File: config.mk
export PLATFORM = sky130hd
export DESIGN_NAME = mem_req_arbiter
export DESIGN_NICKNAME = d
export VERILOG_FILES = /design/src/rtl/mem_req_arbiter_pkg.sv /design/src/rtl/mem_req_arbiter_src_fifo.sv /design/src/rtl/mem_req_arbiter.sv
export SDC_FILE = /design/constraint.sdc
export NUM_CORES = 1
export LEC_CHECK = 0
export BUFFER_PORTS_ARGS = -buffer_cell sky130_fd_sc_hd__buf_2
export CORE_AREA = 2 2 122 124
export DETAILED_ROUTE_END_ITERATION = 10
export DIE_AREA = 0 0 124 126
export MAX_ROUTING_LAYER = met4
export PLACE_DENSITY_LB_ADDON = 0.25
export SLEW_MARGIN = 15
export SYNTH_ARGS = -nofsm -noshare
export SYNTH_HDL_FRONTEND = slang
export SYNTH_SLANG_ARGS = --single-unit
File: constraint.sdc
create_clock -name clk -period 4.3 [get_ports clk]
set_clock_uncertainty 0.1 [all_clocks]
set_input_delay 0.43 -clock clk [delete_from_list [all_inputs] [get_ports clk]]
set_output_delay 0.43 -clock clk [all_outputs]
set_load 0.03 [all_outputs]
File: src/rtl/mem_req_arbiter_pkg.sv
`default_nettype none
// ============================================================================
// mem_req_arbiter_pkg
// Shared source encodings and lock-state type for the memory request arbiter.
// Revision: 1.0
// ============================================================================
package mem_req_arbiter_pkg;

    localparam logic c_SRC_INST = 1'b0;
    localparam logic c_SRC_DATA = 1'b1;

    typedef enum logic [1:0] {
        IDLE      = 2'd0,
        LOCK_INST = 2'd1,
        LOCK_DATA = 2'd2
    } lock_st_t;

    function automatic lock_st_t lock_of(input logic src);
        return (src == c_SRC_DATA) ? LOCK_DATA : LOCK_INST;
    endfunction

endpackage
`default_nettype wire

File: src/rtl/mem_req_arbiter_src_fifo.sv
`default_nettype none
// ============================================================================
// src_fifo
// 1-bit in-order FIFO recording the source of every accepted memory request.
// Revision: 1.0
// ============================================================================
module src_fifo #(
    parameter int DEPTH = 2
) (
    input  logic clk,
    input  logic reset,
    input  logic push,
    input  logic pop,
    input  logic din,
    output logic dout,
    output logic full,
    output logic empty
);

    localparam int c_PTR_W = (DEPTH > 1) ? $clog2(DEPTH) : 1;
    localparam int c_CNT_W = c_PTR_W + 1;

    logic [DEPTH-1:0]   r_mem;
    logic [c_PTR_W-1:0] r_wr_ptr;
    logic [c_PTR_W-1:0] r_rd_ptr;
    logic [c_CNT_W-1:0] r_count;
    logic               w_do_push;
    logic               w_do_pop;

    // Full is taken from the registered count, so a pop never frees a slot
    // for a push in the same cycle.
    assign full      = (r_count == c_CNT_W'(DEPTH));
    assign empty     = (r_count == '0);
    assign dout      = r_mem[r_rd_ptr];
    assign w_do_push = push & ~full;
    assign w_do_pop  = pop & ~empty;

    always_ff @(posedge clk) begin
        if (reset) begin
            r_mem    <= '0;
            r_wr_ptr <= '0;
            r_rd_ptr <= '0;
            r_count  <= '0;
        end else begin
            if (w_do_push) begin
                r_mem[r_wr_ptr] <= din;
                r_wr_ptr        <= r_wr_ptr + 1'b1;
            end
            if (w_do_pop) begin
                r_rd_ptr <= r_rd_ptr + 1'b1;
            end
            case ({w_do_push, w_do_pop})
                2'b10:   r_count <= r_count + 1'b1;
                2'b01:   r_count <= r_count - 1'b1;
                default: r_count <= r_count;
            endcase
        end
    end

endmodule
`default_nettype wire

File: src/rtl/mem_req_arbiter.sv
`default_nettype none
// ============================================================================
// mem_req_arbiter
// Data-priority arbiter of IF/EXE SRAM-like ports onto one memory port, with
// grant locking and in-order response routing.
// Revision: 1.0
// ============================================================================
module mem_req_arbiter
    import mem_req_arbiter_pkg::*;
#(
    parameter int OUTSTANDING = 2
) (
    input  logic        clk,
    input  logic        reset,

    input  logic        inst_req,
    input  logic        inst_wr,
    input  logic [1:0]  inst_size,
    input  logic [31:0] inst_addr,
    input  logic [3:0]  inst_wstrb,
    input  logic [31:0] inst_wdata,
    output logic        inst_addr_ok,
    output logic        inst_data_ok,
    output logic [31:0] inst_rdata,

    input  logic        data_req,
    input  logic        data_wr,
    input  logic [1:0]  data_size,
    input  logic [31:0] data_addr,
    input  logic [3:0]  data_wstrb,
    input  logic [31:0] data_wdata,
    output logic        data_addr_ok,
    output logic        data_data_ok,
    output logic [31:0] data_rdata,

    output logic        mem_req,
    output logic        mem_wr,
    output logic [1:0]  mem_size,
    output logic [31:0] mem_addr,
    output logic [3:0]  mem_wstrb,
    output logic [31:0] mem_wdata,
    input  logic        mem_addr_ok,
    input  logic        mem_data_ok,
    input  logic [31:0] mem_rdata
);

    lock_st_t r_lock_st;
    lock_st_t w_lock_nxt;
    logic     w_grant_inst;
    logic     w_grant_data;
    logic     w_fifo_full;
    logic     w_fifo_empty;
    logic     w_head;
    logic     w_push;
    logic     w_pop;

    always_ff @(posedge clk) begin
        if (reset) begin
            r_lock_st <= IDLE;
        end else begin
            r_lock_st <= w_lock_nxt;
        end
    end

    // A locked grant ignores the other port so a stalled request is never
    // pre-empted before the memory accepts it.
    always_comb begin
        w_grant_inst = 1'b0;
        w_grant_data = 1'b0;
        w_lock_nxt   = r_lock_st;
        if (!reset) begin
            case (r_lock_st)
                IDLE: begin
                    if (!w_fifo_full && data_req) begin
                        w_grant_data = 1'b1;
                    end else if (!w_fifo_full && inst_req) begin
                        w_grant_inst = 1'b1;
                    end
                    if ((w_grant_data || w_grant_inst) && !mem_addr_ok) begin
                        w_lock_nxt = lock_of(w_grant_data);
                    end
                end
                LOCK_INST: begin
                    w_grant_inst = 1'b1;
                    if (mem_addr_ok) w_lock_nxt = IDLE;
                end
                LOCK_DATA: begin
                    w_grant_data = 1'b1;
                    if (mem_addr_ok) w_lock_nxt = IDLE;
                end
                default: w_lock_nxt = IDLE;
            endcase
        end
    end

    always_comb begin
        mem_req   = w_grant_inst | w_grant_data;
        mem_wr    = 1'b0;
        mem_size  = 2'd0;
        mem_addr  = 32'd0;
        mem_wstrb = 4'd0;
        mem_wdata = 32'd0;
        if (w_grant_data) begin
            mem_wr    = data_wr;
            mem_size  = data_size;
            mem_addr  = data_addr;
            mem_wstrb = data_wstrb;
            mem_wdata = data_wdata;
        end else if (w_grant_inst) begin
            mem_wr    = inst_wr;
            mem_size  = inst_size;
            mem_addr  = inst_addr;
            mem_wstrb = inst_wstrb;
            mem_wdata = inst_wdata;
        end
    end

    assign inst_addr_ok = mem_addr_ok & mem_req & w_grant_inst;
    assign data_addr_ok = mem_addr_ok & mem_req & w_grant_data;

    assign w_push = mem_req & mem_addr_ok;
    // A response with nothing outstanding is a protocol error and is dropped.
    assign w_pop  = mem_data_ok & ~w_fifo_empty & ~reset;

    assign inst_data_ok = w_pop & (w_head == c_SRC_INST);
    assign data_data_ok = w_pop & (w_head == c_SRC_DATA);
    assign inst_rdata   = reset ? 32'd0 : mem_rdata;
    assign data_rdata   = reset ? 32'd0 : mem_rdata;

    src_fifo #(
        .DEPTH (OUTSTANDING)
    ) u_src_fifo (
        .clk   (clk),
        .reset (reset),
        .push  (w_push),
        .pop   (w_pop),
        .din   (w_grant_data),
        .dout  (w_head),
        .full  (w_fifo_full),
        .empty (w_fifo_empty)
    );

endmodule
`default_nettype wire
Yosys cells after proc, flatten, opt, wreduce, memory -nomap -nowiden. Index checks and enable logic that the tools add are counted.

Add/sub/neg operators: 4. Magnitude comparators: 3. Equality and inequality tests: 7. Mux-type cells: 32. Bitwise gates (word level): 14. Reduce and logical (&&, ||, !) cells: 12.

Operators with widths (count): $mux W32 (5); $mux W1 (14); $mux W2 (5); $and A1 B1 Y1 (9); $mux W4 (2); $pmux W2 S2 (2); $eq A2 B2 Y1 const B (3); $eq A2 B1 Y1 const B (2); $logic_and A1 B1 Y1 (4); $logic_not A2 Y1 (2); $lt A1 B2 Y1 const B (2); $not A1 Y1 (4); $pmux W1 S2 (2); $add A1 B1 Y1 const B (2); $add A2 B1 Y2 const B (1); $bwmux W2 (1); $logic_not A1 Y1 (2); $ne A2 B1 Y1 const B (1); $ne A2 B2 Y1 const B (1); $reduce_and A2 Y1 (1); $reduce_bool A2 Y1 (1); $reduce_or A2 Y1 (1); $sub A2 B1 Y2 const B (1); $demux W1 S1 (1); 3 further kinds (3).

Bits in registers: 8. Input port bits: 180. Logic and storage cells: 77.

Logic depth before layout (Yosys ltp).
Word-level depth: 14. Gate-level depth with buffers: 10. Gate-level depth less buffers: 9.

Modules after synthesis. A second synthesis with hierarchy kept.

Cell total of the unflattened synthesis: 218. Area, all modules: 1853.0 um^2.

By module, submodules not included: mem_req_arbiter (instances 1, cells each 187, area an instance 1561.5 um^2, sequential area each 40.0 um^2); src_fifo (instances 1, cells each 31, area an instance 291.5 um^2, sequential area each 120.1 um^2).

Worst setup path before layout. Ideal clock, no wire load.

Path type: register -> register. Start: register r_lock_st[0]. End: register u_src_fifo.r_count[1]. Data arrival time: 2.386 ns. Path slack: 1.744 ns. Stages on the path, launching flop included: 10. Path buffers: 1. Cell sequence: dfxtp_1 inv_1 ha_1 buf_2 a31oi_4 a21oi_1 nand3_1 ha_1 or3_1 a21oi_1.

Cells in the longest elaborated chain, start to end: 8.

Ends and longest elaborated chain: start, declared (RTL line mem_req_arbiter.sv:47) `lock_st_t r_lock_st;`; start signal, assigned (RTL line mem_req_arbiter.sv:61) `r_lock_st <= w_lock_nxt;`; $eq A2 B1 Y1, or another cell as far along (RTL line mem_req_arbiter.sv:72) `case (r_lock_st)`; $pmux W1 S2 (RTL line mem_req_arbiter.sv:72); $mux W1 (RTL line mem_req_arbiter.sv:71) `if (!reset) begin`; $or A1 B1 Y1 (*) (RTL line mem_req_arbiter.sv:97) `mem_req = w_grant_inst | w_grant_data;`; via mem_req (RTL line mem_req_arbiter.sv:36) `output logic mem_req,`; $and A1 B1 Y1 (*) (RTL line mem_req_arbiter.sv:121) `assign w_push = mem_req & mem_addr_ok;`; $and A1 B1 Y1 (*) (RTL line mem_req_arbiter_src_fifo.sv:35) `assign w_do_push = push & ~full;`; $eq A2 B1 Y1 or $eq A2 B2 Y1 (tied branches) (RTL line mem_req_arbiter_src_fifo.sv:52) `case ({w_do_push, w_do_pop})`; $pmux W2 S2 or $reduce_bool A2 Y1 (tied branches); end signal, assigned (RTL line mem_req_arbiter_src_fifo.sv:53) `2'b10: r_count <= r_count + 1'b1;`; end signal, assigned (RTL line mem_req_arbiter_src_fifo.sv:54) `2'b01: r_count <= r_count - 1'b1;`; end signal, assigned (RTL line mem_req_arbiter_src_fifo.sv:55) `default: r_count <= r_count;`; end, declared (RTL line mem_req_arbiter_src_fifo.sv:26) `logic [c_CNT_W-1:0] r_count;`.

Mark *: on every way through the listed nets, which the timed path passes. The rest lies on a longest branch. A chain may end at the register's enable or synchronous reset.

Worst setup path in the final report.
Start: register r_lock_st[0]. End: output port mem_addr[29].

Cells in the longest elaborated chain, start to end: 5.

Ends and longest elaborated chain: $eq A2 B1 Y1 or $logic_not A2 Y1 (tied branches) (RTL line mem_req_arbiter.sv:72); $pmux W1 S2 (RTL line mem_req_arbiter.sv:72); $mux W1 (RTL line mem_req_arbiter.sv:71); $mux W32 (RTL line mem_req_arbiter.sv:109) `end else if (w_grant_inst) begin`; $mux W32 (*) (RTL line mem_req_arbiter.sv:103) `if (w_grant_data) begin`; end, declared (RTL line mem_req_arbiter.sv:39) `output logic [31:0] mem_addr,`.

Mark *: on every way between the ends. The rest lies on a longest branch, timed or not.

==> summary.json <==
{
  "place_area": {"value": 0.003651, "unit": "sq mm"},
  "timing.fmax": {"value": 325.7, "unit": "MHz"},
  "slowest_delay": {"value": 0.71, "unit": "ns"},
  "cts_buffers": {"value": 3},
  "setup.worst_path.start": {"value": "r_lock_st[0]"},
  "worst_ep_required_time": {"value": 3.77, "unit": "ns"},
  "combinationalPowerShare": {"value": 74.1, "unit": "%"},
  "most_common_library_cell_in_the_layout_ignoring_fill_and_taps": {"value": "sky130_fd_sc_hd__buf_2"},
  "worst-path-max-fanout": {"value": 43},
  "regToRegSetupSlack": {"value": 1.63, "unit": "ns"},
  "cp-start-kind": {"value": "register"},
  "htree_levels": {"value": 1},
  "min_path_type": {"value": "reg2reg"},
  "mappedNetlistArea": {"value": 0.002231, "unit": "sq mm"},
  "numPortBuffers": {"value": 319},
  "yosys.cell_types.count": {"value": 33},
  "post-cts-setup-buffer-count": {"value": 0},
  "via_per_inst": {"value": 4.284},
  "ys_seq_area_share": {"value": 7.179, "unit": "%"},
  "syn_to_final_growth": {"value": 67.02, "unit": "%"},
  "remaining_drc_errors": {"value": 0},
  "die_height": {"value": 126, "unit": "um"},
  "final_antenna_net_count": {"value": 0},
  "crit_slowest_cell": {"value": "sky130_fd_sc_hd__a41o_2"},
  "worstSetupPathType": {"value": "reg2out"},
  "overflow": {"value": 0},
  "clk_pin_slew": {"value": 0.04, "unit": "ns"},
  "drt_first_iter_violations": {"value": 90},
  "cp_data_arrival_time": {"value": 2.54, "unit": "ns"},
  "synthesis.yosys.warnings": {"value": 0},
  "yosysTopAreaCellShare": {"value": 17.27, "unit": "%"},
  "layout_common_cells": {"value": "sky130_fd_sc_hd__buf_2, sky130_fd_sc_hd__a21oi_1, sky130_fd_sc_hd__nand2_1"},
  "synth_area_leader_cell": {"value": "sky130_fd_sc_hd__a21oi_1"},
  "fin_crit_sh": {"value": 71.40, "unit": "%"},
  "clock_latency": {"value": 0.23, "unit": "ns"},
  "reg2regPathDepth": {"value": 9},
  "synthTopCellsByArea": {"value": "sky130_fd_sc_hd__a21oi_1, sky130_fd_sc_hd__nand3_1, sky130_fd_sc_hd__nand2_1, sky130_fd_sc_hd__buf_4, sky130_fd_sc_hd__nor2b_1"},
  "timing.max_slew.rel_slack": {"value": 54.48, "unit": "%"},
  "netlist_instances": {"value": 380},
  "setup_tns": {"value": 0, "unit": "ns"},
  "grt_max_degree": {"value": 67},
  "tightestPinTransition": {"value": 0.6828, "unit": "ns"},
  "outcome": {"value": "finished, final reports clean"},
  "route.final.wire_length": {"value": 11910, "unit": "um"},
  "hpwl": {"value": 9350, "unit": "um"},
  "worst_setup_path_end_kind": {"value": "primary output"},
  "synth_area_per_cell": {"value": 5.871, "unit": "sq um"},
  "final.min_clock_period": {"value": 3.070, "unit": "ns"},
  "horiz_die_dim": {"value": 124, "unit": "um"},
  "rows": {"value": 44},
  "cts-root-buf": {"value": "sky130_fd_sc_hd__clkbuf_16"},
  "core-area": {"value": 0.01431, "unit": "sq mm"},
  "cts_num_sinks": {"value": 8},
  "number_of_max_cap_violations": {"value": 0},
  "num-nets-final": {"value": 822},
  "grt_first_pass_wirelength": {"value": 16750, "unit": "um"},
  "initial_core_util": {"value": 15.59, "unit": "%"},
  "rr_endpoint": {"value": "u_src_fifo.r_count[1]"},
  "setup_repair_after_global_routing_missed_its_margin": {"value": "false"},
  "final_design_area_no_fill": {"value": 0.003726, "unit": "sq mm"},
  "antenna_found_initial": {"value": 0},
  "power_report.internal_total": {"value": 0.4317, "unit": "mW"},
  "routed_wire_length_per_instance": {"value": 14.53, "unit": "um"},
  "tritoncts": {"value": "yes"},
  "switching_share": {"value": 55.33, "unit": "%"},
  "ir_drop": {"value": 0.1398, "unit": "mV"},
  "place.gp.congestion": {"value": 0.7838},
  "pwr-share-clk": {"value": 16.5, "unit": "%"},
  "reg2reg_from": {"value": "r_lock_st[0]"},
  "via_count": {"value": 3513},
  "timing.critical_path.cells": {"value": "inv_1, ha_1, a41o_2, buf_12, nand3_1, a21oi_1, buf_2"},
  "pin_count": {"value": 320},
  "die_area": {"value": 0.01562, "unit": "sq mm"},
  "clock_tree.buffer_depth": {"value": 2},
  "part_of_the_total_power_dissipated_in_sequential_elements": {"value": 9.5, "unit": "%"},
  "endpoint": {"value": "mem_addr[29]"},
  "track_usage": {"value": 13.87, "unit": "%"},
  "seq_cells_post_synth": {"value": 8},
  "first_global_vias": {"value": 3214},
  "setup-violations-final": {"value": 0},
  "power.leakage": {"value": 2.042, "unit": "nW"},
  "switching_power": {"value": 0.5348, "unit": "mW"},
  "drive_gt1_share": {"value": 53.93, "unit": "%"},
  "cellPowerDensity": {"value": 259.4, "unit": "mW/mm^2"},
  "detail_route.first_pass.iterations": {"value": 5},
  "num_antenna_cells": {"value": 0},
  "finalHoldViolations": {"value": 0},
  "timing_max_transition_violations_final": {"value": 0},
  "nets_in_the_synthesized_netlist": {"value": 564},
  "cts-hold-fix-buffers": {"value": 0},
  "cts_resized": {"value": 0}
}
==> metal layers <==
metal  vias to the layer above  track usage, %  routed length (um)
met3                        13           1.449                1105
met1                      1526           15.34                4590
met4                         0           3.503                 215
met2                       207           26.05                6003
li1                       1767               -                   -
met5                         -               -                   0
==> worst max-delay path: cells and delay by family, from the launching register on <==
family	cells	cell delay, ns
adders and majority gates	1	0.37
DFF	1	0.31
AOI/OAI and AO/OA	2	0.88
and+or+nand+nor	1	0.10
buffers and inverters	3	0.62
==> cells by family (layout without fill, tap and decap cells) <==
group                    count (synthesis)  in the layout  share of synthesized area (%)
adder cells (fa/ha/maj)                  4              4                          2.243
XOR/XNOR                                 4              4                          1.571
flip-flops                               8              8                          7.179
buffers and inverters                   76            332                          21.65
AO/OA/AOI/OAI                           92             92                          22.77
multiplexers                             1              1                         0.5047
AND/OR/NAND/NOR                        195            195                          44.08
==> power groups by stage <==
| stage | clock network [mW] | registers, mW | logic (mW) |
|---|---|---|---|
| global placement | 0 | 0.0926 | 0.729 |
| finish | 0.159 | 0.0915 | 0.716 |
| global route | 0.166 | 0.0922 | 0.782 |
| CTS | 0.161 | 0.0913 | 0.729 |
| floorplan | 0 | 0.0909 | 0.525 |
| detailed placement | 0 | 0.0924 | 0.726 |
==> Yosys cell counts, drive strengths merged <==
cell    number
a21oi       77
nand3       73
nand2       72
buf         52
nor2b       33
clkbuf      20
dfxtp        8
nor2         7
ha           4
inv          4
o21ai        4
nand4        3
nand2b       2
o21a         2
o31ai        2
or3          2
xnor2        2
xor2         2
a21boi       1
a21o         1
a31o         1
a31oi        1
a41o         1
a41oi        1
and2         1
mux2         1
nor4         1
o311ai       1
or2          1
==> flip-flops by register name, indices dropped and copies added, names as in the netlist <==
register,flops
r_lock_st,2
u_src_fifo.r_count,2
u_src_fifo.r_mem,2
u_src_fifo.r_rd_ptr,1
u_src_fifo.r_wr_ptr,1
==> final cells by class <==
cell class / count / area (sq um)
fill: 1681 / 10590
timing repair buffer: 325 / 1657
multi-input combinational: 296 / 1589
tap: 184 / 230.2
sequential: 8 / 160.2
clock buffer: 3 / 75.07
inverter: 4 / 15.01
==> how the worst min path moves through the flow <==
stage / start / to / slack, ns / depth (start not counted)
CTS: u_src_fifo.r_mem[0] / u_src_fifo.r_mem[0] / 0.38 / 2
global route: u_src_fifo.r_mem[0] / u_src_fifo.r_mem[0] / 0.40 / 2
detailed placement: u_src_fifo.r_mem[0] / u_src_fifo.r_mem[0] / 0.37 / 2
finish: u_src_fifo.r_mem[0] / u_src_fifo.r_mem[0] / 0.38 / 2
floorplan: u_src_fifo.r_mem[1] / u_src_fifo.r_mem[1] / 0.34 / 2
global placement: u_src_fifo.r_mem[0] / u_src_fifo.r_mem[0] / 0.37 / 2
==> stage by stage <==
step	worst slack, ns	power, mW	utilization [%]	cells	hold slack, ns
2_1_floorplan	1.744	0.6158	-	380	0.3437
3_3_place_gp	1.401	0.8217	25.51	817	0.3671
3_5_place_dp	1.381	0.8183	25.51	817	0.3740
4_1_cts	1.129	0.9815	26.03	820	0.3817
5_1_grt	0.9716	1.041	26.03	820	0.3954
6_report	1.230	0.9665	26.03	820	0.3784
(Power assumes the default switching activity.)
